$ cat config.mk
export PLATFORM = sky130hd
export DESIGN_NAME = vend_fsm_flat
export DESIGN_NICKNAME = d
export VERILOG_FILES = /design/src/rtl/vend_pkg.sv /design/src/rtl/vend_fsm_if.sv /design/src/rtl/vend_credit_acc.sv /design/src/rtl/vend_fsm.sv /design/src/flat_wrapper.sv
export SDC_FILE = /design/constraint.sdc
export NUM_CORES = 1
export LEC_CHECK = 0
export ABC_CLOCK_PERIOD_IN_PS = 3550
export BUFFER_PORTS_ARGS = -buffer_cell sky130_fd_sc_hd__buf_4
export CAP_MARGIN = 20
export CORE_MARGIN = 2
export CORE_UTILIZATION = 53
export CTS_CLUSTER_SIZE = 25
export DETAILED_ROUTE_END_ITERATION = 16
export HOLD_SLACK_MARGIN = 0.02
export PLACE_DENSITY_LB_ADDON = 0.2
export REMOVE_ABC_BUFFERS = 1
export SLEW_MARGIN = 25
export SYNTH_ARGS = -nofsm -noshare
export SYNTH_HDL_FRONTEND = slang
export SYNTH_SLANG_ARGS = --single-unit
$ cat constraint.sdc
create_clock -name clk -period 3.55 [get_ports clk]
set_input_delay 0.71 -clock clk [delete_from_list [all_inputs] [get_ports clk]]
set_output_delay 0.71 -clock clk [all_outputs]
set_load 0.1 [all_outputs]
$ cat src/rtl/vend_pkg.sv
// rtl/vend_pkg.sv - shared types and helpers for the vending controller
package vend_pkg;

    typedef enum logic [1:0] {
        IDLE,
        CREDIT,
        VEND,
        CHANGE
    } vend_state_e;

    typedef enum logic [1:0] {
        ACC_HOLD,
        ACC_ADD,
        ACC_SUB,
        ACC_CLR
    } acc_op_e;

    // Base bit of product idx's price inside the packed PRICES vector.
    function automatic int price_lsb(input int idx, input int width);
        return idx * width;
    endfunction

endpackage

$ cat src/rtl/vend_fsm_if.sv
// rtl/vend_fsm_if.sv - front-end / dispenser signal bundle for vend_fsm
interface vend_fsm_if #(
    parameter int N_PROD   = 2,
    parameter int CREDIT_W = 8
);
    logic                coin_valid;
    logic [CREDIT_W-1:0] coin_value;
    logic [N_PROD-1:0]   select;
    logic                cancel;
    logic                change_ack;

    logic [N_PROD-1:0]   dispense;
    logic                coin_reject;
    logic                insufficient;
    logic                change_valid;
    logic [CREDIT_W-1:0] change_amount;
    logic [CREDIT_W-1:0] credit;

    modport master (
        output coin_valid, coin_value, select, cancel, change_ack,
        input  dispense, coin_reject, insufficient, change_valid, change_amount, credit
    );

    modport slave (
        input  coin_valid, coin_value, select, cancel, change_ack,
        output dispense, coin_reject, insufficient, change_valid, change_amount, credit
    );
endinterface

$ cat src/rtl/vend_credit_acc.sv
// rtl/vend_credit_acc.sv - credit register with overflow check and add/subtract/clear ops
module vend_credit_acc
    import vend_pkg::*;
#(
    parameter int CREDIT_W = 8
) (
    input  logic                clk,
    input  logic                reset,
    input  acc_op_e             op,
    input  logic [CREDIT_W-1:0] add_value,
    input  logic [CREDIT_W-1:0] sub_value,
    output logic [CREDIT_W-1:0] credit,
    output logic                add_fits
);

    logic [CREDIT_W-1:0] credit_q;
    logic [CREDIT_W-1:0] credit_d;
    logic [CREDIT_W:0]   sum;

    always_comb begin
        sum      = {1'b0, credit_q} + {1'b0, add_value};
        add_fits = ~sum[CREDIT_W];
        credit_d = credit_q;
        case (op)
            ACC_ADD:  if (add_fits) credit_d = sum[CREDIT_W-1:0];
            ACC_SUB:  credit_d = credit_q - sub_value;
            ACC_CLR:  credit_d = '0;
            default:  credit_d = credit_q;
        endcase
    end

    always_ff @(posedge clk) begin
        if (reset) begin
            credit_q <= '0;
        end else begin
            credit_q <= credit_d;
        end
    end

    assign credit = credit_q;

endmodule

$ cat src/rtl/vend_fsm.sv
// rtl/vend_fsm.sv - N-product vending controller: credit, vend, change return
// Optional inactivity auto-refund is built when VEND_TIMEOUT_EN is defined.
module vend_fsm
    import vend_pkg::*;
#(
    parameter int                          N_PROD         = 2,
    parameter int                          CREDIT_W       = 8,
    parameter logic [N_PROD*CREDIT_W-1:0]  PRICES         = {8'd3, 8'd2},
    parameter int                          TIMEOUT_CYCLES = 1000
) (
    input  logic      clk,
    input  logic      reset,
    vend_fsm_if.slave bus
);

    vend_state_e         state_q, state_d;
    logic [N_PROD-1:0]   dispense_q, dispense_d;
    logic                coin_reject_q, coin_reject_d;
    logic                insufficient_q, insufficient_d;
    logic                change_valid_q, change_valid_d;
    logic [CREDIT_W-1:0] change_amount_q, change_amount_d;

    acc_op_e             acc_op;
    logic [CREDIT_W-1:0] credit;
    logic                add_fits;

    logic [CREDIT_W-1:0] price_arr [N_PROD];
    logic                sel_hit;
    logic [CREDIT_W-1:0] sel_price;
    logic [N_PROD-1:0]   sel_onehot;
    logic                coin_live;
    logic                timeout_fire;

    for (genvar g = 0; g < N_PROD; g++) begin : g_price
        assign price_arr[g] = PRICES[price_lsb(g, CREDIT_W) +: CREDIT_W];
    end

    // Highest pressed index with a non-zero price wins; disabled buttons are invisible.
    always_comb begin
        sel_hit    = 1'b0;
        sel_price  = '0;
        sel_onehot = '0;
        for (int i = 0; i < N_PROD; i++) begin
            if (bus.select[i] && (price_arr[i] != '0)) begin
                sel_hit       = 1'b1;
                sel_price     = price_arr[i];
                sel_onehot    = '0;
                sel_onehot[i] = 1'b1;
            end
        end
    end

    assign coin_live = bus.coin_valid && (bus.coin_value != '0);

`ifdef VEND_TIMEOUT_EN
    localparam int TMO_W = (TIMEOUT_CYCLES > 1) ? $clog2(TIMEOUT_CYCLES) : 1;
    localparam logic [TMO_W-1:0] TMO_LAST = TMO_W'(TIMEOUT_CYCLES - 1);

    logic             activity;
    logic [TMO_W-1:0] tmo_cnt_q, tmo_cnt_d;

    always_comb begin
        activity     = bus.coin_valid || (bus.select != '0) || bus.cancel;
        timeout_fire = (state_q == CREDIT) && !activity && (tmo_cnt_q == TMO_LAST);
        tmo_cnt_d    = tmo_cnt_q + TMO_W'(1);
        if ((state_q != CREDIT) || activity || timeout_fire) begin
            tmo_cnt_d = '0;
        end
    end

    always_ff @(posedge clk) begin
        if (reset) begin
            tmo_cnt_q <= '0;
        end else begin
            tmo_cnt_q <= tmo_cnt_d;
        end
    end
`else
    logic unused_timeout;
    assign unused_timeout = ^TIMEOUT_CYCLES;
    assign timeout_fire   = 1'b0;
`endif

    always_comb begin
        state_d         = state_q;
        dispense_d      = '0;
        coin_reject_d   = 1'b0;
        insufficient_d  = 1'b0;
        change_valid_d  = change_valid_q;
        change_amount_d = change_amount_q;
        acc_op          = ACC_HOLD;

        case (state_q)
            IDLE, CREDIT: begin
                // Cancel/select are judged against current credit; a coin arriving with them bounces.
                if ((state_q == CREDIT) && (bus.cancel || timeout_fire)) begin
                    state_d         = CHANGE;
                    change_valid_d  = 1'b1;
                    change_amount_d = credit;
                    coin_reject_d   = coin_live;
                end else if (sel_hit) begin
                    coin_reject_d = coin_live;
                    if (credit >= sel_price) begin
                        state_d    = VEND;
                        acc_op     = ACC_SUB;
                        dispense_d = sel_onehot;
                    end else begin
                        insufficient_d = 1'b1;
                    end
                end else if (coin_live) begin
                    if (add_fits) begin
                        acc_op  = ACC_ADD;
                        state_d = CREDIT;
                    end else begin
                        coin_reject_d = 1'b1;
                    end
                end
            end
            VEND: begin
                coin_reject_d = coin_live;
                if (credit != '0) begin
                    state_d         = CHANGE;
                    change_valid_d  = 1'b1;
                    change_amount_d = credit;
                end else begin
                    state_d = IDLE;
                end
            end
            CHANGE: begin
                coin_reject_d = coin_live;
                if (bus.change_ack) begin
                    state_d         = IDLE;
                    acc_op          = ACC_CLR;
                    change_valid_d  = 1'b0;
                    change_amount_d = '0;
                end
            end
            default: state_d = IDLE;
        endcase
    end

    always_ff @(posedge clk) begin
        if (reset) begin
            state_q         <= IDLE;
            dispense_q      <= '0;
            coin_reject_q   <= 1'b0;
            insufficient_q  <= 1'b0;
            change_valid_q  <= 1'b0;
            change_amount_q <= '0;
        end else begin
            state_q         <= state_d;
            dispense_q      <= dispense_d;
            coin_reject_q   <= coin_reject_d;
            insufficient_q  <= insufficient_d;
            change_valid_q  <= change_valid_d;
            change_amount_q <= change_amount_d;
        end
    end

    vend_credit_acc #(
        .CREDIT_W (CREDIT_W)
    ) u_credit_acc (
        .clk       (clk),
        .reset     (reset),
        .op        (acc_op),
        .add_value (bus.coin_value),
        .sub_value (sel_price),
        .credit    (credit),
        .add_fits  (add_fits)
    );

    assign bus.dispense      = dispense_q;
    assign bus.coin_reject   = coin_reject_q;
    assign bus.insufficient  = insufficient_q;
    assign bus.change_valid  = change_valid_q;
    assign bus.change_amount = change_amount_q;
    assign bus.credit        = credit;

endmodule

$ cat src/flat_wrapper.sv
// flat-port wrapper written by rule: the top's interface ports become plain ports
module vend_fsm_flat import vend_pkg::*;
#(
    parameter int                          N_PROD         = 2,
    parameter int                          CREDIT_W       = 8,
    parameter logic [N_PROD*CREDIT_W-1:0]  PRICES         = {8'd3, 8'd2},
    parameter int                          TIMEOUT_CYCLES = 1000
)
  (clk, reset, bus_coin_valid, bus_coin_value, bus_select, bus_cancel, bus_change_ack, bus_dispense, bus_coin_reject, bus_insufficient, bus_change_valid, bus_change_amount, bus_credit);
  vend_fsm_if #(.N_PROD(N_PROD), .CREDIT_W(CREDIT_W)) bus_i ();
  input  logic clk;
  input  logic reset;
  input wire logic [$bits(bus_i.coin_valid)-1:0] bus_coin_valid;
  input wire logic [$bits(bus_i.coin_value)-1:0] bus_coin_value;
  input wire logic [$bits(bus_i.select)-1:0] bus_select;
  input wire logic [$bits(bus_i.cancel)-1:0] bus_cancel;
  input wire logic [$bits(bus_i.change_ack)-1:0] bus_change_ack;
  output wire logic [$bits(bus_i.dispense)-1:0] bus_dispense;
  output wire logic [$bits(bus_i.coin_reject)-1:0] bus_coin_reject;
  output wire logic [$bits(bus_i.insufficient)-1:0] bus_insufficient;
  output wire logic [$bits(bus_i.change_valid)-1:0] bus_change_valid;
  output wire logic [$bits(bus_i.change_amount)-1:0] bus_change_amount;
  output wire logic [$bits(bus_i.credit)-1:0] bus_credit;
  assign bus_i.coin_valid = bus_coin_valid;
  assign bus_i.coin_value = bus_coin_value;
  assign bus_i.select = bus_select;
  assign bus_i.cancel = bus_cancel;
  assign bus_i.change_ack = bus_change_ack;
  assign bus_dispense = bus_i.dispense;
  assign bus_coin_reject = bus_i.coin_reject;
  assign bus_insufficient = bus_i.insufficient;
  assign bus_change_valid = bus_i.change_valid;
  assign bus_change_amount = bus_i.change_amount;
  assign bus_credit = bus_i.credit;
  vend_fsm #(.N_PROD(N_PROD), .CREDIT_W(CREDIT_W), .PRICES(PRICES), .TIMEOUT_CYCLES(TIMEOUT_CYCLES)) u_core (.clk(clk), .reset(reset), .bus(bus_i));
endmodule
Yosys cells after proc, flatten, opt, wreduce, memory -nomap -nowiden
Cells that the tools add are included.
- register bits: 23
- latch bits: 0
- memory bits (writable): 0
- memory bits (read-only): 0
- bits of input ports: 15
- output and inout bits: 21
- logic and storage cells: 78
- memories: 0
- $add $sub $neg: 2
- multipliers: 0
- div/mod/pow operators: 0
- magnitude comparators: 1
- equality and inequality tests: 13
- shifts and indexed selects: 0
- muxes and demuxes: 37
- bitwise logic cells: 3
- reduce and logical (&&, ||, !) cells: 14
- operators by type and width (kind ; number):
    case mux 8 bit (3 select lines) ; 2
    two-way mux 8 bit ; 5
    two-way mux 2 bit ; 14
    nonzero test 8 bit ; 2
    two-way mux 1 bit ; 12
    adder 8 x 8 -> 9 bit ; 1
    == test 2 bit, second input constant ; 4
    greater-or-equal comparator 8 bit ; 1
    subtractor 8 bit ; 1
    case mux 2 bit (3 select lines) ; 1
    OR reduction 6 bit ; 1
    OR reduction 5 bit ; 1
    == test 2 x 1 -> 1 bit, second input constant ; 2
    inequality test 2 x 1 -> 1 bit, second input constant ; 2
    inequality test 2 bit, second input constant ; 2
    inequality test 4 x 1 -> 1 bit, second input constant ; 1
    inequality test 4 x 2 -> 1 bit, second input constant ; 1
    inequality test 4 bit, second input constant ; 1
    case mux 2 bit (2 select lines) ; 1
    AND reduction 4 bit ; 1
    OR reduction 2 bit ; 2
    OR reduction 4 bit ; 1
    inverter 1 bit ; 3
    case mux 1 bit (3 select lines) ; 1
    6 further kinds ; 7

Longest topological paths before layout
Gate-level depths: netlist of the first run.
- depth after elaboration: 10
- mapped depth: 10
- mapped depth without buffers: 9

By module
From an unflattened synthesis of the first run, not the netlist that was laid out.
- cells, all modules: 225
- area, all modules: 1814.2 um2
- by module, submodules not included (module ; instances ; cells an instance ; area each (um2) ; seq. area each (um2)):
    vend_credit_acc ; 1 ; 137 ; 1101.1 ; 160.2
    vend_fsm ; 1 ; 88 ; 713.2 ; 300.3

Worst setup path before layout of the first run
OpenSTA, ideal clock, no wires.
- path kind: reg2reg
- start point: reg u_core.u_credit_acc.credit_q[1], in the netlist u_core.u_credit_acc.credit[1]
- end point: reg u_core.u_credit_acc.credit_q[2], in the netlist u_core.u_credit_acc.credit[2]
- setup time: 0.117 ns
- arrival time: 2.781 ns
- data required time: 3.433 ns
- slack: 0.651 ns
- stages on the path, launching flop included: 7
- path buffers: 0
- period minus slack after synthesis: 2.899 ns
- path through: dfxtp_1 ha_1 a2111oi_4 a211oi_2 nor2_2 nand2_1 a32o_1
- word-level cells in the longest chain between the ends: 9
- elaborated cells between the ends (all ways): 17
- classes of those cells: add/sub: 2; order compare: 1; eq/ne: 4; mux: 8; reduce/logical: 2
- RTL lines (what ; line ; RTL):
    from (decl) ; vend_credit_acc.sv:16 ; logic [CREDIT_W-1:0] credit_q;
    from (signal assigned) ; vend_credit_acc.sv:36 ; credit_q <= credit_d;
    adder 8 x 8 -> 9 bit ; vend_credit_acc.sv:21 ; sum = {1'b0, credit_q} + {1'b0, add_value};
    two-way mux 1 bit ; vend_fsm.sv:111 ; if (add_fits) begin
    two-way mux 2 bit ; vend_fsm.sv:110 ; end else if (coin_live) begin
    two-way mux 2 bit ; vend_fsm.sv:101 ; end else if (sel_hit) begin
    two-way mux 2 bit ; vend_fsm.sv:96 ; if ((state_q == CREDIT) && (bus.cancel || timeout_fire)) begin
    case mux 2 bit (2 select lines) ; vend_fsm.sv:93 ; case (state_q)
    == test 2 x 1 -> 1 bit or == test 2 bit (tied branches) ; vend_credit_acc.sv:24 ; case (op)
    inequality test 2 bit (no line) or nonzero test 3 bit (tied branches) ; -- ;
    AND reduction 2 bit (no line) ; -- ;
Several ways; a longest one is shown, not always the timed one. The select of a mux whose other input is x is not followed.
A chain may end at the register's enable or synchronous reset.

Worst setup path after layout of the first run
- start point: in bus_select[1]
- end point: reg u_core.u_credit_acc.credit_q[3], in the netlist u_core.u_credit_acc.credit[3]
- word-level cells in the longest chain between the ends: 9
- elaborated cells between the ends (all ways): 15
- classes of those cells: add/sub: 1; order compare: 1; eq/ne: 4; mux: 7; reduce/logical: 2
- RTL lines (what ; line ; RTL):
    from (decl) ; flat_wrapper.sv:15 ; input wire logic [$bits(bus_i.select)-1:0] bus_select;
    two-way mux 8 bit ; vend_fsm.sv:44 ; if (bus.select[i] && (price_arr[i] != '0)) begin
    greater-or-equal comparator 8 bit ; vend_fsm.sv:103 ; if (credit >= sel_price) begin
    two-way mux 2 bit ; vend_fsm.sv:103 ;
    two-way mux 2 bit ; vend_fsm.sv:101 ;
    two-way mux 2 bit ; vend_fsm.sv:96 ;
    case mux 2 bit (2 select lines) ; vend_fsm.sv:93 ;
    == test 2 x 1 -> 1 bit or == test 2 bit (tied branches) ; vend_credit_acc.sv:24 ;
    inequality test 2 bit (no line) or nonzero test 3 bit (tied branches) ; -- ;
    AND reduction 2 bit (no line) ; -- ;
Several ways; a longest one is shown, not always the timed one.

==> results of run 1 <==
==> cell type report <==
cell class / instances / area (um^2)
inverter: 9 / 33.8
fill: 233 / 900
tap: 31 / 38.8
clock inverter: 1 / 5.00
timing repair buffer: 35 / 263
sequential: 23 / 460
multi-input combinational: 140 / 1030
clock buffer: 3 / 22.5
==> layout by cell type (no fill, tap or decap), drive strengths merged, types with 3 or more instances in the layout <==
| cell | netlist | routed |
|---|---|---|
| xnor2 | 3 | 3 |
| o32ai | 5 | 5 |
| a311oi | 3 | 3 |
| o21ai | 4 | 4 |
| ha | 10 | 10 |
| or4 | 3 | 3 |
| a21o | 3 | 3 |
| nor3 | 9 | 9 |
| o21a | 3 | 3 |
| and3 | 4 | 4 |
| a22o | 8 | 8 |
| a31oi | 7 | 7 |
| nand2 | 9 | 9 |
| a21oi | 14 | 14 |
| clkbuf | 3 | 3 |
| nand3 | 7 | 7 |
| buf | 1 | 35 |
| dfxtp | 23 | 23 |
| nor2 | 16 | 16 |
| inv | 9 | 9 |
==> per-layer routing <==
metal	up-vias	routed length [um]	track usage, %
met4	0	45	8.31
met5	-	0	0
met2	63	2060	44.8
li1	764	-	-
met1	741	1640	32.0
met3	4	287	2.23
==> registers in the layout, summed over array words and instances (netlist names) <==
name	count
u_core.bus.dispense	2
u_core.bus.insufficient	1
u_core.state_q	2
u_core.bus.change_valid	1
u_core.bus.change_amount	8
u_core.u_credit_acc.credit	8
u_core.bus.coin_reject	1
==> where the power goes <==
part           internal (mW)  switching, mW
registers              0.324          0.109
clock network         0.0420         0.0763
logic                  0.393          0.835
total                  0.759           1.02
==> stage by stage <==
stage          setup WS, ns  utilization [%]  instances  power (mW)  hold slack (ns)
2_1_floorplan         0.651                -        172        1.40            0.528
3_3_place_gp          0.475             66.4        238        1.63            0.458
3_5_place_dp          0.362             66.4        238        1.66            0.463
4_1_cts               0.701             67.4        242        1.77            0.494
5_1_grt               0.476             67.4        242        1.89            0.513
6_report              0.660             67.4        242        1.78            0.490
==> cell families after synthesis <==
logic type / count (synthesis)
compound gates: 61
simple gates: 61
flops: 23
buf+inv: 13
fa+ha+maj: 12
xor+xnor: 4
mux: 2
==> worst paths after layout <==
check	to	from	slack, ns
worst min-delay path	u_core.bus.change_amount[0]	u_core.bus.change_amount[0]	0.49
worst max-delay path	u_core.u_credit_acc.credit[3]	bus_select[1]	0.66
worst min register to register	u_core.bus.change_amount[0]	u_core.bus.change_amount[0]	0.49
worst max register to register	u_core.u_credit_acc.credit[3]	u_core.u_credit_acc.credit[0]	0.80
==> Yosys cell counts (all sizes together) (2+ instances only) <==
master,number
a211oi,2
a21o,3
a21oi,14
a22o,8
a311oi,3
a31oi,7
and3,4
clkbuf,3
dfxtp,23
fa,2
ha,10
inv,9
nand2,9
nand2b,2
nand3,7
nor2,16
nor2b,2
nor3,9
nor4,2
o211ai,2
o21a,3
o21ai,4
o32ai,5
or4,3
xnor2,3
==> worst max-delay path, cell delays in order <==
cell,delay (ns)
buf_4,0.10
or2_1,0.17
inv_1,0.16
fa_1,0.52
a2111oi_4,0.46
a211o_1,0.46
nand2_1,0.21
nor2_1,0.20
o32ai_1,0.11
==> impl_metrics.py, run 1 <==
metrics = {
    "outcome": {
        "status": "finished, final reports clean",
    },
    "timing": {
        "finalCriticalPeriod_ns": 2.89,
        "finalSetupTns_ns": 0,
        "clock-skew-final_ns": 0.00250,
        "drv_slew": 0,
        "fmax_mhz": 346,
        "worstMarginPinSlew_ns": 0.559,
        "hold_viol": 0,
        "finalSetupViolCount": 0,
        "fin_crit_sh_pct": 81.4,
        "relSlewSlack_pct": 62.5,
        "grt_setup_unrepaired": "no",
    },
    "routing": {
        "routedWlPerCell_um": 16.6,
        "routed_wl_um": 4030,
        "vias": 1572,
        "drc": 0,
        "ant_nets": 0,
        "drt_iter0_markers": 61,
        "viasPerCell": 6.50,
        "drt_pass1_iterations": 5,
    },
    "synthesis": {
        "netlist_instances": 176,
        "synth_xor_area_share_pct": 2.26,
        "netlist_area_um2": 1550,
        "synth_top_family_by_area": "compound AO/OA/AOI/OAI gates",
        "synth_compound_area_share_pct": 31.5,
        "synth_top_area_cell": "dfxtp_1",
        "synth_fa_ha_area_share_pct": 10.6,
        "async_flop_share_pct": 0,
        "yosys.area_share.simple_pct": 21.0,
        "ys_warn_count": 0,
        "ys_top_cells_by_area": "dfxtp_1, ha_1, a22o_1",
        "yosysSeqAreaShare_pct": 29.7,
        "syn_area_per_cell_um2": 8.82,
        "muxShareOfSynthArea_pct": 1.37,
        "synth_top_area_share_pct": 29.7,
        "ys_types": 52,
        "synth_edf_count": 0,
        "ys_ff_latch": 23,
        "synthFlopType": "dfxtp_1",
    },
    "cells_and_area": {
        "final_cell_area_um2": 1860,
        "drive_above_1_share_pct": 23.2,
        "syn2layout_area_growth_pct": 19.8,
        "antenna_cells": 0,
        "nets": 239,
    },
    "global_routing": {
        "antenna_found_initial": 0,
        "grt_pass1_wl_um": 6640,
        "gr-total-overflow": 0,
        "grt_pass1_vias": 1471,
        "grt_util_all_layers_pct": 25.2,
        "grt_max_degree": 21,
    },
    "critical_path": {
        "end_kind": "flop",
        "critPathKind": "in2reg",
        "r2r_cells": 9,
        "critPathMaxFanout": 13,
        "critPathLaunchType": "input port",
        "critPathArrivalTime_ns": 3.09,
        "required_ns": 3.75,
    },
    "hold_path": {
        "hold_depth": 1,
        "min_path_type": "reg2reg",
    },
    "cts": {
        "cts_hold_buf": 0,
        "tritoncts.num_buffers": 3,
        "htreeDepth": 1,
        "cts_buffer_depth": 2,
        "clock_latency_ns": 0.30,
        "ctsResizeCount": 0,
        "cts_tree": "yes",
        "clkTransAtPathRegs_ns": 0.13,
        "clock_sinks": 23,
        "cts_post_setup_buffers_inserted": 0,
        "clock-root-buffer": "clkbuf_4",
    },
    "placement": {
        "io_buffers": 35,
        "globalplace.congestion": 0.875,
        "dp_hpwl_um": 3230,
        "place_area_um2": 1830,
    },
    "power": {
        "cellPowerDensity_nw_per_um2": 958,
        "p_leak_nw": 0.803,
        "ir_drop_mv": 0.712,
    },
    "floorplanning": {
        "core_um2": 2760,
        "fp.dieW_um": 58.1,
        "rows": 19,
        "io_pins": 36,
        "die_h_um": 58.1,
        "initial_core_util_pct": 56.3,
        "dieArea_um2": 3380,
    },
    "run": {
        "drv_cap": 0,
    },
}
(Power assumes the default switching activity.)
==> run 2: changes to the inputs <==
--- a/config.mk
+++ b/config.mk
@@ -5,7 +5,7 @@
 export SDC_FILE = /design/constraint.sdc
 export NUM_CORES = 1
 export LEC_CHECK = 0
-export ABC_CLOCK_PERIOD_IN_PS = 3550
+export ABC_CLOCK_PERIOD_IN_PS = 3000
 export BUFFER_PORTS_ARGS = -buffer_cell sky130_fd_sc_hd__buf_4
 export CAP_MARGIN = 20
 export CORE_MARGIN = 2
==> constraint.sdc (replaced) <==
create_clock -name clk -period 3 [get_ports clk]
set_input_delay 0.6 -clock clk [delete_from_list [all_inputs] [get_ports clk]]
set_output_delay 0.6 -clock clk [all_outputs]
set_load 0.1 [all_outputs]
==> run 2 against run 1 <==
Sequential share of layout area decreased by 0.30 points. Wire length increased by 6.7%. Critical path type unchanged. Critical endpoint is now u_core.u_credit_acc.credit[5]. Register-to-register slack got worse by 0.41 ns. Combinational power increased by 23%. Sequential power increased by 19%. Largest cell class unchanged. Die area unchanged.
==> impl_metrics.py, run 2 (synthesis results as in run 1) <==
metrics = {
    "cells_and_area": {
        "drive_above_1_share_pct": 24.3,
        "antenna_cells": 0,
        "num-fill-cells": 226,
        "final_cell_mix": "buf_4, dfxtp_1, nor2_1",
        "syn2layout_area_growth_pct": 21.2,
        "final_cell_area_um2": 1880,
        "nets": 242,
        "layout_commonest_cell": "buf_4",
        "regArea_um2": 460,
        "multiInputGateArea_um2": 1030,
    },
    "cts": {
        "cts_hold_buf": 0,
        "clock_sinks": 23,
        "ctsResizeCount": 0,
        "clkTransAtPathRegs_ns": 0.13,
        "cts_buffer_depth": 2,
        "cts_tree": "yes",
        "cts_post_setup_buffers_inserted": 0,
        "clock_latency_ns": 0.31,
        "htreeDepth": 1,
        "clock-root-buffer": "clkbuf_4",
        "tritoncts.num_buffers": 3,
    },
    "critical_path": {
        "r2r_slack_ns": 0.39,
        "end_kind": "flop",
        "critPathMaxFanout": 7,
        "critPathKind": "in2reg",
        "critPathLaunchType": "input port",
        "r2r_cells": 10,
        "required_ns": 3.21,
        "critPathArrivalTime_ns": 2.86,
        "r2r_end": "u_core.u_credit_acc.credit[5]",
        "r2r-start": "u_core.u_credit_acc.credit[0]",
    },
    "placement": {
        "globalplace.congestion": 0.906,
        "dp_hpwl_um": 3430,
        "place_area_um2": 1850,
        "io_buffers": 35,
    },
    "power": {
        "finalPower_mw": 2.17,
        "p_leak_nw": 0.818,
        "cellPowerDensity_nw_per_um2": 1150,
        "ir_drop_mv": 0.909,
    },
    "hold_path": {
        "hold_depth": 2,
        "whs_endpoint": "u_core.bus.dispense[0]",
        "hold_path.startpoint": "bus_select[1]",
        "min_path_type": "in2reg",
    },
    "timing": {
        "fin_crit_sh_pct": 88.3,
        "hold_viol": 0,
        "drv_slew": 0,
        "fmax_mhz": 377,
        "relSlewSlack_pct": 59.2,
        "clock-skew-final_ns": 0.00300,
        "finalSetupTns_ns": 0,
        "finalCriticalPeriod_ns": 2.65,
        "grt_setup_unrepaired": "no",
        "finalSetupViolCount": 0,
        "worstMarginPinSlew_ns": 0.610,
    },
    "floorplanning": {
        "die_h_um": 58.1,
        "fp.dieW_um": 58.1,
        "core_um2": 2760,
        "initial_core_util_pct": 56.3,
        "io_pins": 36,
        "dieArea_um2": 3380,
        "rows": 19,
    },
    "global_routing": {
        "grt_util_all_layers_pct": 26.6,
        "grt_max_degree": 21,
        "antenna_found_initial": 0,
        "grt_pass1_wl_um": 7000,
        "grt_pass1_vias": 1546,
        "gr-total-overflow": 0,
    },
    "run": {
        "drv_cap": 0,
    },
    "routing": {
        "ant_nets": 0,
        "vias": 1622,
        "routedWlPerCell_um": 17.5,
        "viasPerCell": 6.62,
        "routed_wl_um": 4300,
        "drt_iter0_markers": 76,
        "drt_pass1_iterations": 5,
        "drc": 0,
    },
    "outcome": {
        "status": "finished, final reports clean",
    },
}
run 2: changes by cell type in the layout (fill, tap and decap cells not counted), sizes merged:
cell	delta
buf	+3
run 2: area by class of cell:
| class | instances | area share, % |
|---|---|---|
| multi-input cells | 140 | 55.0 |
| flip-flops and latches | 23 | 24.5 |
| repair buffers | 38 | 15.2 |
| well taps | 31 | 2.06 |
| inverters | 9 | 1.80 |
| clock buffers | 3 | 1.20 |
| clock inverters | 1 | 0.266 |
run 2: how the worst max path moves through the flow:
stage                             startpoint                             to  slack, ns  depth (start not counted)
6_report                       bus_select[1]  u_core.u_credit_acc.credit[5]       0.35                         10
5_1_grt                        bus_select[1]  u_core.u_credit_acc.credit[4]       0.23                         10
4_1_cts                        bus_select[1]  u_core.u_credit_acc.credit[6]       0.38                         10
3_5_place_dp                   bus_select[1]  u_core.u_credit_acc.credit[5]       0.05                         10
3_3_place_gp                   bus_select[0]  u_core.u_credit_acc.credit[2]       0.15                          9
2_1_floorplan  u_core.u_credit_acc.credit[1]  u_core.u_credit_acc.credit[2]       0.10                          6
run 2: critical path, stage by stage:
cell and delay (ns):
buf_4 0.10, or2_1 0.18, inv_1 0.15, fa_1 0.51, a2111oi_4 0.45, a211o_1 0.30, buf_4 0.20, nor4_1 0.06
a31oi_1 0.19, o32ai_1 0.11
run 2: power by group:
group | switching (mW) | internal (mW) | total [mW]
Sequential | 0.131 | 0.383 | 0.515
Combinational | 1.02 | 0.490 | 1.51
Clock | 0.0989 | 0.0498 | 0.149
run 2: per-layer routing:
layer	vias up	routed length (um)	track usage [%]
li1	759	-	-
met1	762	1700	32.1
met2	91	2130	47.7
met5	-	0	0
met4	0	73	9.30
met3	10	386	4.02
run 2: metrics by stage:
step                utilization [%]  hold WS, ns  cells  worst slack (ns)
floorplan                         -        0.528    172             0.101
global placement               67.2        0.458    241             0.150
detailed placement             67.2        0.459    241            0.0499
CTS                            68.2        0.451    245             0.384
global route                   68.2        0.446    245             0.233
finish                         68.2        0.454    245             0.350
